<file path="config.mk">
export PLATFORM = sky130hd
export DESIGN_NAME = instr_fetch
export DESIGN_NICKNAME = d
export VERILOG_FILES = /design/src/rtl/mips_pkg.sv /design/src/rtl/if_id_reg.sv /design/src/rtl/instr_fetch.sv
export SDC_FILE = /design/constraint.sdc
export NUM_CORES = 1
export LEC_CHECK = 0
export BUFFER_PORTS_ARGS = -buffer_cell sky130_fd_sc_hd__buf_2
export CAP_MARGIN = 10
export CORE_MARGIN = 4
export CORE_UTILIZATION = 40
export DETAILED_ROUTE_END_ITERATION = 10
export PLACE_DENSITY = 0.79
export SLEW_MARGIN = 20
export SYNTH_ARGS = -nofsm -noshare
export SYNTH_HDL_FRONTEND = slang
export SYNTH_SLANG_ARGS = --single-unit
</file>
<file path="constraint.sdc">
create_clock -name clk -period 5.2 [get_ports clk]
set_input_delay 1.04 -clock clk [delete_from_list [all_inputs] [get_ports clk]]
set_output_delay 1.04 -clock clk [all_outputs]
set_load 0.02 [all_outputs]
</file>
<file path="src/rtl/mips_pkg.sv">
// mips_pkg: definitions shared across the MIPS pipeline stages.
//   INSTR_W       - instruction word width
//   NOP_WORD      - encoding used for pipeline bubbles
//   fetch_state_t - fetch stage state, also seen by the hazard unit and debug
//   pc_word_index - byte PC to instruction-memory word index
package mips_pkg;

  localparam int INSTR_W = 32;

  localparam logic [INSTR_W-1:0] NOP_WORD = 32'h8000_0000;

  typedef enum logic {
    RUN  = 1'b0,
    HALT = 1'b1
  } fetch_state_t;

  function automatic logic [31:0] pc_word_index(input logic [31:0] byte_pc);
    return {2'b00, byte_pc[31:2]};
  endfunction

endpackage

</file>
<file path="src/rtl/if_id_reg.sv">
// if_id_reg: pipeline register carrying an instruction, its next PC and a
// valid flag. It is written generically so it can also serve as an
// ID/EX-style register.
//
// Ports:
//   clk     in   pipeline clock
//   rst     in   synchronous active-high reset, loads a bubble with npc = 0
//   squash  in   load a bubble (instr = NOP, valid = 0), wins over hold
//   hold    in   keep the current contents
//   instr_d in   instruction to capture
//   npc_d   in   next PC to capture
//   valid_d in   valid flag to capture
//   instr   out  registered instruction
//   npc     out  registered next PC
//   valid   out  registered valid flag
module if_id_reg
  import mips_pkg::*;
#(
  parameter int                 W   = INSTR_W,
  parameter logic [W-1:0]       NOP = W'(mips_pkg::NOP_WORD)
) (
  input  logic         clk,
  input  logic         rst,
  input  logic         squash,
  input  logic         hold,
  input  logic [W-1:0] instr_d,
  input  logic [31:0]  npc_d,
  input  logic         valid_d,
  output logic [W-1:0] instr,
  output logic [31:0]  npc,
  output logic         valid
);

  // A squashed bubble keeps the previous npc; only the instruction and the
  // valid flag define a bubble.
  always_ff @(posedge clk) begin
    if (rst) begin
      instr <= NOP;
      npc   <= 32'h0;
      valid <= 1'b0;
    end else if (squash) begin
      instr <= NOP;
      valid <= 1'b0;
    end else if (!hold) begin
      instr <= instr_d;
      npc   <= npc_d;
      valid <= valid_d;
    end
  end

endmodule

</file>
<file path="src/rtl/instr_fetch.sv">
// instr_fetch: instruction-fetch stage. Owns the PC, addresses the
// combinational instruction memory and registers the returned word into the
// IF/ID register. Supports stall, redirect with squash, and a sticky halt on
// an out-of-range fetch.
//
//   state | meaning
//   RUN   | fetching; advance, stall or trap on an out-of-range PC
//   HALT  | out-of-range fetch seen; PC frozen, bubbles issued every cycle
//
// Ports:
//   clk            in   pipeline clock
//   rst            in   synchronous active-high reset
//   stall          in   hazard hold of PC and IF/ID
//   redirect_valid in   branch/jump taken this cycle
//   redirect_pc    in   byte target, bits [1:0] ignored
//   imem_addr      out  word index {2'b00, pc[31:2]}
//   imem_data      in   instruction word at imem_addr
//   if_id_instr    out  registered instruction
//   if_id_npc      out  registered PC+4 of that instruction
//   if_id_valid    out  1 = real instruction, 0 = bubble
//   pc             out  current fetch PC (byte address)
//   halted         out  sticky out-of-range fault
module instr_fetch
  import mips_pkg::*;
#(
  parameter logic [31:0] RESET_PC   = 32'h0000_0000,
  parameter int          IMEM_DEPTH = 129,
  parameter logic [31:0] NOP_WORD   = mips_pkg::NOP_WORD
) (
  input  logic        clk,
  input  logic        rst,
  input  logic        stall,
  input  logic        redirect_valid,
  input  logic [31:0] redirect_pc,
  output logic [31:0] imem_addr,
  input  logic [31:0] imem_data,
  output logic [31:0] if_id_instr,
  output logic [31:0] if_id_npc,
  output logic        if_id_valid,
  output logic [31:0] pc,
  output logic        halted
);

  localparam logic [31:0] DEPTH_W    = 32'(IMEM_DEPTH);
  localparam logic [31:0] PC_RESET_A = RESET_PC & ~32'h3;

  fetch_state_t state, state_next;

  logic [31:0] pc_plus4;
  logic [31:0] pc_next;
  logic        in_range;
  logic        ifid_squash;
  logic        ifid_hold;

  logic        unused_redirect_lsbs;
  assign unused_redirect_lsbs = ^redirect_pc[1:0];

  assign pc_plus4  = pc + 32'd4;
  assign imem_addr = pc_word_index(pc);
  assign in_range  = (imem_addr < DEPTH_W);
  assign halted    = (state == HALT);

  // State register.
  always_ff @(posedge clk) begin
    if (rst) begin
      state <= RUN;
    end else begin
      state <= state_next;
    end
  end

  // Next state: redirect always returns to RUN, an unstalled out-of-range
  // fetch traps into HALT, and HALT is otherwise absorbing.
  always_comb begin
    state_next = state;
    if (redirect_valid) begin
      state_next = RUN;
    end else begin
      case (state)
        RUN:     if (!stall && !in_range) state_next = HALT;
        HALT:    state_next = HALT;
        default: state_next = RUN;
      endcase
    end
  end

  // Outputs: next PC and IF/ID control.
  // Priority: redirect > HALT > stall > out-of-range trap > advance.
  always_comb begin
    pc_next     = pc;
    ifid_squash = 1'b0;
    ifid_hold   = 1'b0;
    if (redirect_valid) begin
      pc_next     = {redirect_pc[31:2], 2'b00};
      ifid_squash = 1'b1;
    end else if (state == HALT) begin
      ifid_squash = 1'b1;
    end else if (stall) begin
      ifid_hold   = 1'b1;
    end else if (!in_range) begin
      ifid_squash = 1'b1;
    end else begin
      pc_next     = pc_plus4;
    end
  end

  always_ff @(posedge clk) begin
    if (rst) begin
      pc <= PC_RESET_A;
    end else begin
      pc <= pc_next;
    end
  end

  if_id_reg #(
    .W   (32),
    .NOP (NOP_WORD)
  ) u_if_id (
    .clk     (clk),
    .rst     (rst),
    .squash  (ifid_squash),
    .hold    (ifid_hold),
    .instr_d (imem_data),
    .npc_d   (pc_plus4),
    .valid_d (1'b1),
    .instr   (if_id_instr),
    .npc     (if_id_npc),
    .valid   (if_id_valid)
  );

endmodule

</file>
==> load_flow_metrics.sql, run 1 <==
INSERT INTO impl_metrics (metric_group, metric, value, unit) VALUES
('power', 'cellPowerDensity', '306', 'mW/mm^2'),
('timing', 'timing.final.setup_violations', '0', ''),
('clock_network', 'total_clock_buffers_created_by_cts', '9', ''),
('setup_path', 'crit_chain', 'buf_2 > buf_4 > nor2_1 > nor4b_4 > nor2_2 > and2_1', ''),
('setup_path', 'timing.critical_path.max_delay_family', 'simple AND/OR/NAND/NOR gates', ''),
('clock_network', 'post_cts_sizing_count', '0', ''),
('drt', 'drc_errors', '0', ''),
('clock_network', 'tritoncts_num_sinks', '94', ''),
('setup_path', 'critical_path_class', 'in2reg', ''),
('logic_synthesis', 'synth_cell_type_count', '42', ''),
('place', 'numPortBuffers', '189', ''),
('floorplan', 'floorplan.initialDensity', '41.0', '%'),
('place', 'place_congestion', '0.768', ''),
('job', 'drv.max_cap_violation_count', '0', ''),
('worst_hold_path', 'min_to', 'u_if_id.instr[5]', ''),
('power', 'total_power', '1.45', 'mW'),
('timing', 'timing.final.hold_violations', '0', ''),
('setup_path', 'max_stage_delay', '0.78', 'ns'),
('logic_synthesis', 'yosys.area.top_type_share', '49.9', '%'),
('grt', 'grt.overflow.total', '0', ''),
('finish', 'num-nets-final', '631', ''),
('logic_synthesis', 'synth-xor-area-share', '1.39', '%'),
('worst_hold_path', 'timing.hold.worst.class', 'reg2reg', ''),
('setup_path', 'cp_max_fo', '33', ''),
('drt', 'wire_per_inst', '13.7', 'um'),
('logic_synthesis', 'synth_top_family_by_area', 'simple AND/OR/NAND/NOR gates', ''),
('floorplan', 'top_level_ports', '198', ''),
('logic_synthesis', 'yosysTopAreaCell', 'sky130_fd_sc_hd__dfxtp_1', ''),
('setup_path', 'worst-path-buf-inv', '2', ''),
('clock_network', 'root_buffer', 'sky130_fd_sc_hd__clkbuf_8', ''),
('grt', 'number_of_antenna_violations_at_the_first_check_in_global_routing', '0', ''),
('worst_hold_path', 'hp-start', 'u_if_id.instr[5]', ''),
('finish', 'syn2layout_area_growth', '25.2', '%'),
('logic_synthesis', 'synth_adder_area_share', '0.663', '%'),
('clock_network', 'worst_setup_hold_path_clk_slew', '0.09', 'ns'),
('grt', 'grt_pass1_vias', '3108', ''),
('logic_synthesis', 'synthCells', '415', ''),
('grt', 'wire_length_of_the_first_global_routing_pass', '14.7', 'mm'),
('setup_path', 'reg2reg_slack', '2.55', 'ns'),
('setup_path', 'worstReg2RegEnd', 'u_if_id.npc[16]', ''),
('grt', 'grtUsageTotal', '16.3', '%'),
('timing', 'fmax', '351', 'MHz'),
('logic_synthesis', 'synth_seq_area_share', '49.9', '%'),
('floorplan', 'die_height', '105', 'um'),
('timing', 'period_minus_ws_final', '2.85', 'ns'),
('logic_synthesis', 'simple_gate_portion_of_the_synthesized_area', '20.9', '%'),
('setup_path', 'timing.critical_path.slowest_stage_cell', 'sky130_fd_sc_hd__nor4b_4', ''),
('outcome', 'outcome', 'finished, final reports clean', ''),
('logic_synthesis', 'synth_flop_type', 'sky130_fd_sc_hd__dfxtp_1', ''),
('setup_path', 'worstPathArrival', '3.10', 'ns'),
('timing', 'max_transition_viols_final', '0', ''),
('timing', 'max-slew-margin-rel', '36.9', '%'),
('finish', 'antenna-diode-count', '0', ''),
('timing', 'layout_worst_path_cycle_share', '54.8', '%'),
('logic_synthesis', 'synth_enable_flop_cells', '0', ''),
('logic_synthesis', 'synth.area.mux_share', '6.63', '%'),
('drt', 'routed-via-count', '3228', ''),
('setup_path', 'critPathCaptureType', 'flip-flop', ''),
('grt', 'grt_max_degree', '43', ''),
('clock_network', 'post_cts_setup_buffer_count', '0', ''),
('logic_synthesis', 'synth_area_in_compound_gates', '9.35', '%'),
('clock_network', 'clk_latency', '0.35', 'ns'),
('timing', 'worstMarginPinSlew', '0.942', 'ns'),
('setup_path', 'r2r-start', 'pc[14]', ''),
('finish', 'layout_common_cells', 'sky130_fd_sc_hd__buf_2, sky130_fd_sc_hd__dfxtp_1, sky130_fd_sc_hd__nand2_1', ''),
('drt', 'drt_first_pass_iters', '4', ''),
('drt', 'total_detailed_routing_wirelength', '9.29', 'mm'),
('logic_synthesis', 'average_footprint_of_a_synthesized_cell', '9.10', 'sq um'),
('logic_synthesis', 'post_synth_main_area_contributors', 'sky130_fd_sc_hd__dfxtp_1, sky130_fd_sc_hd__buf_4, sky130_fd_sc_hd__mux2i_1, sky130_fd_sc_hd__nand2_1, sky130_fd_sc_hd__a21oi_1', ''),
('logic_synthesis', 'synth-seq-cells', '94', ''),
('timing', 'timing.setup.tns', '0', 'ns');
where the power goes:
| part | internal (mW) | leakage [nW] | switching, mW |
|---|---|---|---|
| combinational | 0.0735 | 1.53 | 0.126 |
| sequential | 0.742 | 0.766 | 0.0227 |
| clock | 0.227 | 0.101 | 0.254 |
| total | 1.04 | 2.40 | 0.403 |
sequential cells by signal, summed over array words and instances, names as in the netlist:
name           flops
u_if_id.instr     32
pc                30
u_if_id.npc       30
halted             1
u_if_id.valid      1
synthesized netlist by cell type, drive strengths merged, types with 6 or more instances:
library cell	count
clkbuf	18
and2	22
inv	11
a21oi	37
nor3	7
a211oi	6
nand2	66
dfxtp	94
mux2i	25
nor2	37
buf	43
nor4	8
final cells by class:
| cell class | instances | area, sq um |
|---|---|---|
| Tap cell | 111 | 139 |
| Multi-Input combinational cell | 254 | 1510 |
| Inverter | 11 | 41.3 |
| Clock buffer | 10 | 128 |
| Fill cell | 899 | 4470 |
| Sequential cell | 94 | 1880 |
| Timing Repair Buffer | 191 | 961 |
| Clock inverter | 6 | 70.1 |
metrics by stage:
step / hold WS (ns) / cells / instance area, sq um / worst slack [ns] / util [%]
final: 0.451 / 677 / 4730 / 2.35 / 51.4
after global routing: 0.473 / 677 / 4730 / 2.16 / 51.4
after CTS: 0.452 / 677 / 4720 / 2.35 / 51.3
after detailed placement: 0.440 / 661 / 4520 / 1.96 / 49.2
after global placement: 0.436 / 661 / 4520 / 2.01 / 49.2
after floorplan: 0.529 / 420 / 3790 / 2.95 / -
metal layers:
metal | up-vias | GRT usage (%) | part of all wire [%]
met4 | 0 | 5.62 | 1.3
li1 | 1620 | - | -
met5 | - | 0 | 0
met1 | 1473 | 18.3 | 40
met3 | 12 | 5.81 | 7.6
met2 | 123 | 28.6 | 51
kinds of logic after synthesis:
| logic type | count (synthesis) |
|---|---|
| compound gates | 54 |
| flops | 94 |
| simple gates | 161 |
| other cells | 1 |
| mux | 25 |
| xor+xnor | 6 |
| fa+ha+maj | 2 |
| buf+inv | 72 |
worst min-delay path, cell delays in order, from the launching register on:
cell and delay (ns):
sky130_fd_sc_hd__dfxtp_1 0.31, sky130_fd_sc_hd__nand2_1 0.05, sky130_fd_sc_hd__a21oi_1 0.05
worst max-delay path by stage:
stage | start | end | slack [ns] | cells after the start
5_1_grt | redirect_valid | u_if_id.npc[23] | 2.16 | 6
3_5_place_dp | redirect_valid | u_if_id.npc[16] | 1.96 | 6
3_3_place_gp | redirect_valid | u_if_id.npc[11] | 2.01 | 6
6_report | redirect_valid | u_if_id.npc[16] | 2.35 | 6
2_1_floorplan | redirect_valid | pc[13] | 2.95 | 5
4_1_cts | redirect_valid | u_if_id.npc[16] | 2.35 | 6
Power figures use the tool's default switching activity.
==> run 2, diff against run 1 <==
==> constraint.sdc (replaced) <==
create_clock -name clk -period 2.7 [get_ports clk]
set_input_delay 0.54 -clock clk [delete_from_list [all_inputs] [get_ports clk]]
set_output_delay 0.54 -clock clk [all_outputs]
set_load 0.02 [all_outputs]
==> run 2 against run 1 <==
Effect of this change: non-clock buffer count up 5; global-route usage grew 0.16 points; clock power rose by 83%; sequential share of layout area shrank 0.15 points; sequential power rose by 92%; register-to-register slack lost 2.1 ns; via count up 1.1%; final cell count up 0.74%; count of clock-buffer cells in the layout fell by 1; core utilization increased by 0.19 points; critical path depth did not move; clock skew increased by 0.0065 ns; critical path type is now reg2reg.
==> load_flow_metrics.sql, run 2 (synthesis results as in run 1) <==
INSERT INTO impl_metrics (metric_group, metric, value, unit) VALUES
('outcome', 'outcome', 'finished, final reports clean', ''),
('timing', 'timing.final.hold_violations', '0', ''),
('timing', 'max-slew-margin-rel', '58.0', '%'),
('finish', 'multi_input_comb_area', '0.00150', 'sq mm'),
('setup_path', 'critPathLaunchType', 'flip-flop', ''),
('worst_hold_path', 'hold-path-cell-count', '3', ''),
('grt', 'grt_pass1_vias', '3117', ''),
('clock_network', 'total_clock_buffers_created_by_cts', '9', ''),
('grt', 'grt_max_degree', '34', ''),
('setup_path', 'cp_data_required_time', '2.93', 'ns'),
('timing', 'timing.final.setup_violations', '0', ''),
('grt', 'grt.overflow.total', '0', ''),
('clock_network', 'clk_latency', '0.36', 'ns'),
('timing', 'skew', '0.0163', 'ns'),
('clock_network', 'number_of_hold_repair_buffers_added_at_the_cts_stage', '0', ''),
('timing', 'postLayoutSetupSlackWorst', '0.478', 'ns'),
('finish', 'num-nets-final', '636', ''),
('place', 'numPortBuffers', '189', ''),
('clock_network', 'cts-root-to-sink-buffers', '2', ''),
('grt', 'grtUsageTotal', '16.5', '%'),
('setup_path', 'critPathCaptureType', 'flip-flop', ''),
('grt', 'use_met2', '26.9', '%'),
('drt', 'wire_per_inst', '13.7', 'um'),
('finish', 'layout_common_cells', 'sky130_fd_sc_hd__buf_2, sky130_fd_sc_hd__dfxtp_1, sky130_fd_sc_hd__nand2_1', ''),
('finish', 'max_flop_register', 'u_if_id.instr', ''),
('floorplan', 'die-width', '105', 'um'),
('grt', 'gr-usage-met1', '19.9', '%'),
('setup_path', 'worstPathArrival', '2.46', 'ns'),
('grt', 'grt_busiest_layer', 'met2', ''),
('floorplan', 'die_height', '105', 'um'),
('clock_network', 'clock_tree.htree_level_count', '3', ''),
('place', 'place_congestion', '0.753', ''),
('drt', 'total_detailed_routing_wirelength', '9.32', 'mm'),
('drt', 'routed-via-count', '3264', ''),
('floorplan', 'coreArea', '0.00920', 'sq mm'),
('clock_network', 'post_cts_setup_buffer_count', '0', ''),
('timing', 'worstMarginPinSlew', '0.630', 'ns'),
('finish', 'antenna-diode-count', '0', ''),
('timing', 'rsz0062_at_grt', 'false', ''),
('grt', 'number_of_antenna_violations_at_the_first_check_in_global_routing', '0', ''),
('finish', 'drive_above_1_share', '39.6', '%'),
('floorplan', 'floorplan.initialDensity', '41.0', '%'),
('clock_network', 'cts_tree', 'built', ''),
('power', 'cellPowerDensity', '577', 'mW/mm^2'),
('clock_network', 'tritoncts_num_sinks', '94', ''),
('power', 'power.static_leakage', '2.41', 'nW'),
('finish', 'layout_commonest_cell', 'sky130_fd_sc_hd__buf_2', ''),
('clock_network', 'worst_setup_hold_path_clk_slew', '0.10', 'ns'),
('timing', 'final.hold.worst_slack', '0.396', 'ns'),
('clock_network', 'root_buffer', 'sky130_fd_sc_hd__clkbuf_8', ''),
('setup_path', 'reg2reg_slack', '0.48', 'ns'),
('setup_path', 'critical_path_class', 'reg2reg', ''),
('grt', 'wire_length_of_the_first_global_routing_pass', '15.0', 'mm'),
('place', 'placement.setup.worst_slack', '0.502', 'ns'),
('clock_network', 'post_cts_sizing_count', '0', ''),
('timing', 'fmax', '450', 'MHz'),
('drt', 'detail-route-antenna-nets', '0', ''),
('finish', 'largest_register_ffs', '32', ''),
('drt', 'via_per_inst', '4.79', ''),
('place', 'dpl.hpwl', '7.03', 'mm'),
('setup_path', 'cp_max_fo', '10', ''),
('drt', 'drc_errors', '0', ''),
('job', 'drv.max_cap_violation_count', '0', ''),
('timing', 'max_transition_viols_final', '0', ''),
('timing', 'layout_worst_path_cycle_share', '82.3', '%'),
('grt', 'grtUsageMet3', '5.00', '%'),
('finish', 'nFillCells', '891', ''),
('floorplan', 'die_area', '0.0111', 'sq mm'),
('setup_path', 'r2r_cell_count', '6', ''),
('power', 'worst_supply_voltage_drop_on_vdd', '0.330', 'mV'),
('timing', 'timing.setup.tns', '0', 'ns'),
('finish', 'ff_latch_area', '0.00188', 'sq mm'),
('drt', 'drtIter0Drc', '97', ''),
('floorplan', 'top_level_ports', '198', ''),
('floorplan', 'core.rowCount', '35', ''),
('finish', 'syn2layout_area_growth', '25.7', '%'),
('timing', 'period_minus_ws_final', '2.22', 'ns'),
('drt', 'drt_first_pass_iters', '4', ''),
('worst_hold_path', 'timing.hold.worst.class', 'in2reg', ''),
('finish', 'largest_registers', 'u_if_id.instr x32, pc x30, u_if_id.npc x30', '');
run 2: power breakdown:
| part | internal, mW | leakage, nW | total [mW] | switching, mW |
|---|---|---|---|---|
| sequential | 1.43 | 0.766 | 1.47 | 0.0438 |
| clock | 0.354 | 0.0940 | 0.879 | 0.524 |
| combinational | 0.144 | 1.55 | 0.389 | 0.245 |
| total | 1.93 | 2.41 | 2.74 | 0.813 |
run 2: metal layers:
layer | up-vias | part of all wire (%)
li1 | 1623 | -
met1 | 1501 | 42
met2 | 119 | 49
met3 | 21 | 6.8
met4 | 0 | 2.7
met5 | - | 0
run 2: per-stage QoR:
stage	util (%)	power, mW	area (sq um)	cells
final	51.6	2.74	4740	682
after detailed placement	49.6	1.90	4560	666
after floorplan	-	1.78	3790	420
after CTS	51.6	2.77	4740	682
after global placement	49.6	1.88	4560	666
after global routing	51.6	2.87	4740	682
run 2: layout make-up:
type	instances	area share, %
Sequential cell	94	39.7
Multi-Input combinational cell	254	31.6
Clock buffer	9	2.61
Clock inverter	7	1.29
Timing Repair Buffer	196	21.0
Inverter	11	0.870
Tap cell	111	2.93
run 2: worst paths after layout:
check,startpoint,end
setup reg to reg,pc[14],u_if_id.npc[8]
hold reg to reg,u_if_id.instr[29],u_if_id.instr[29]
hold / removal,imem_data[31],u_if_id.instr[31]
setup / recovery,pc[14],u_if_id.npc[8]
run 2: critical path: stages, from the launching register on:
cell	delay, ns
sky130_fd_sc_hd__dfxtp_1	0.35
sky130_fd_sc_hd__nor4_1	0.36
sky130_fd_sc_hd__nand4_1	0.35
sky130_fd_sc_hd__nor4b_4	0.52
sky130_fd_sc_hd__buf_4	0.27
sky130_fd_sc_hd__mux2i_1	0.20
sky130_fd_sc_hd__nor2_1	0.05
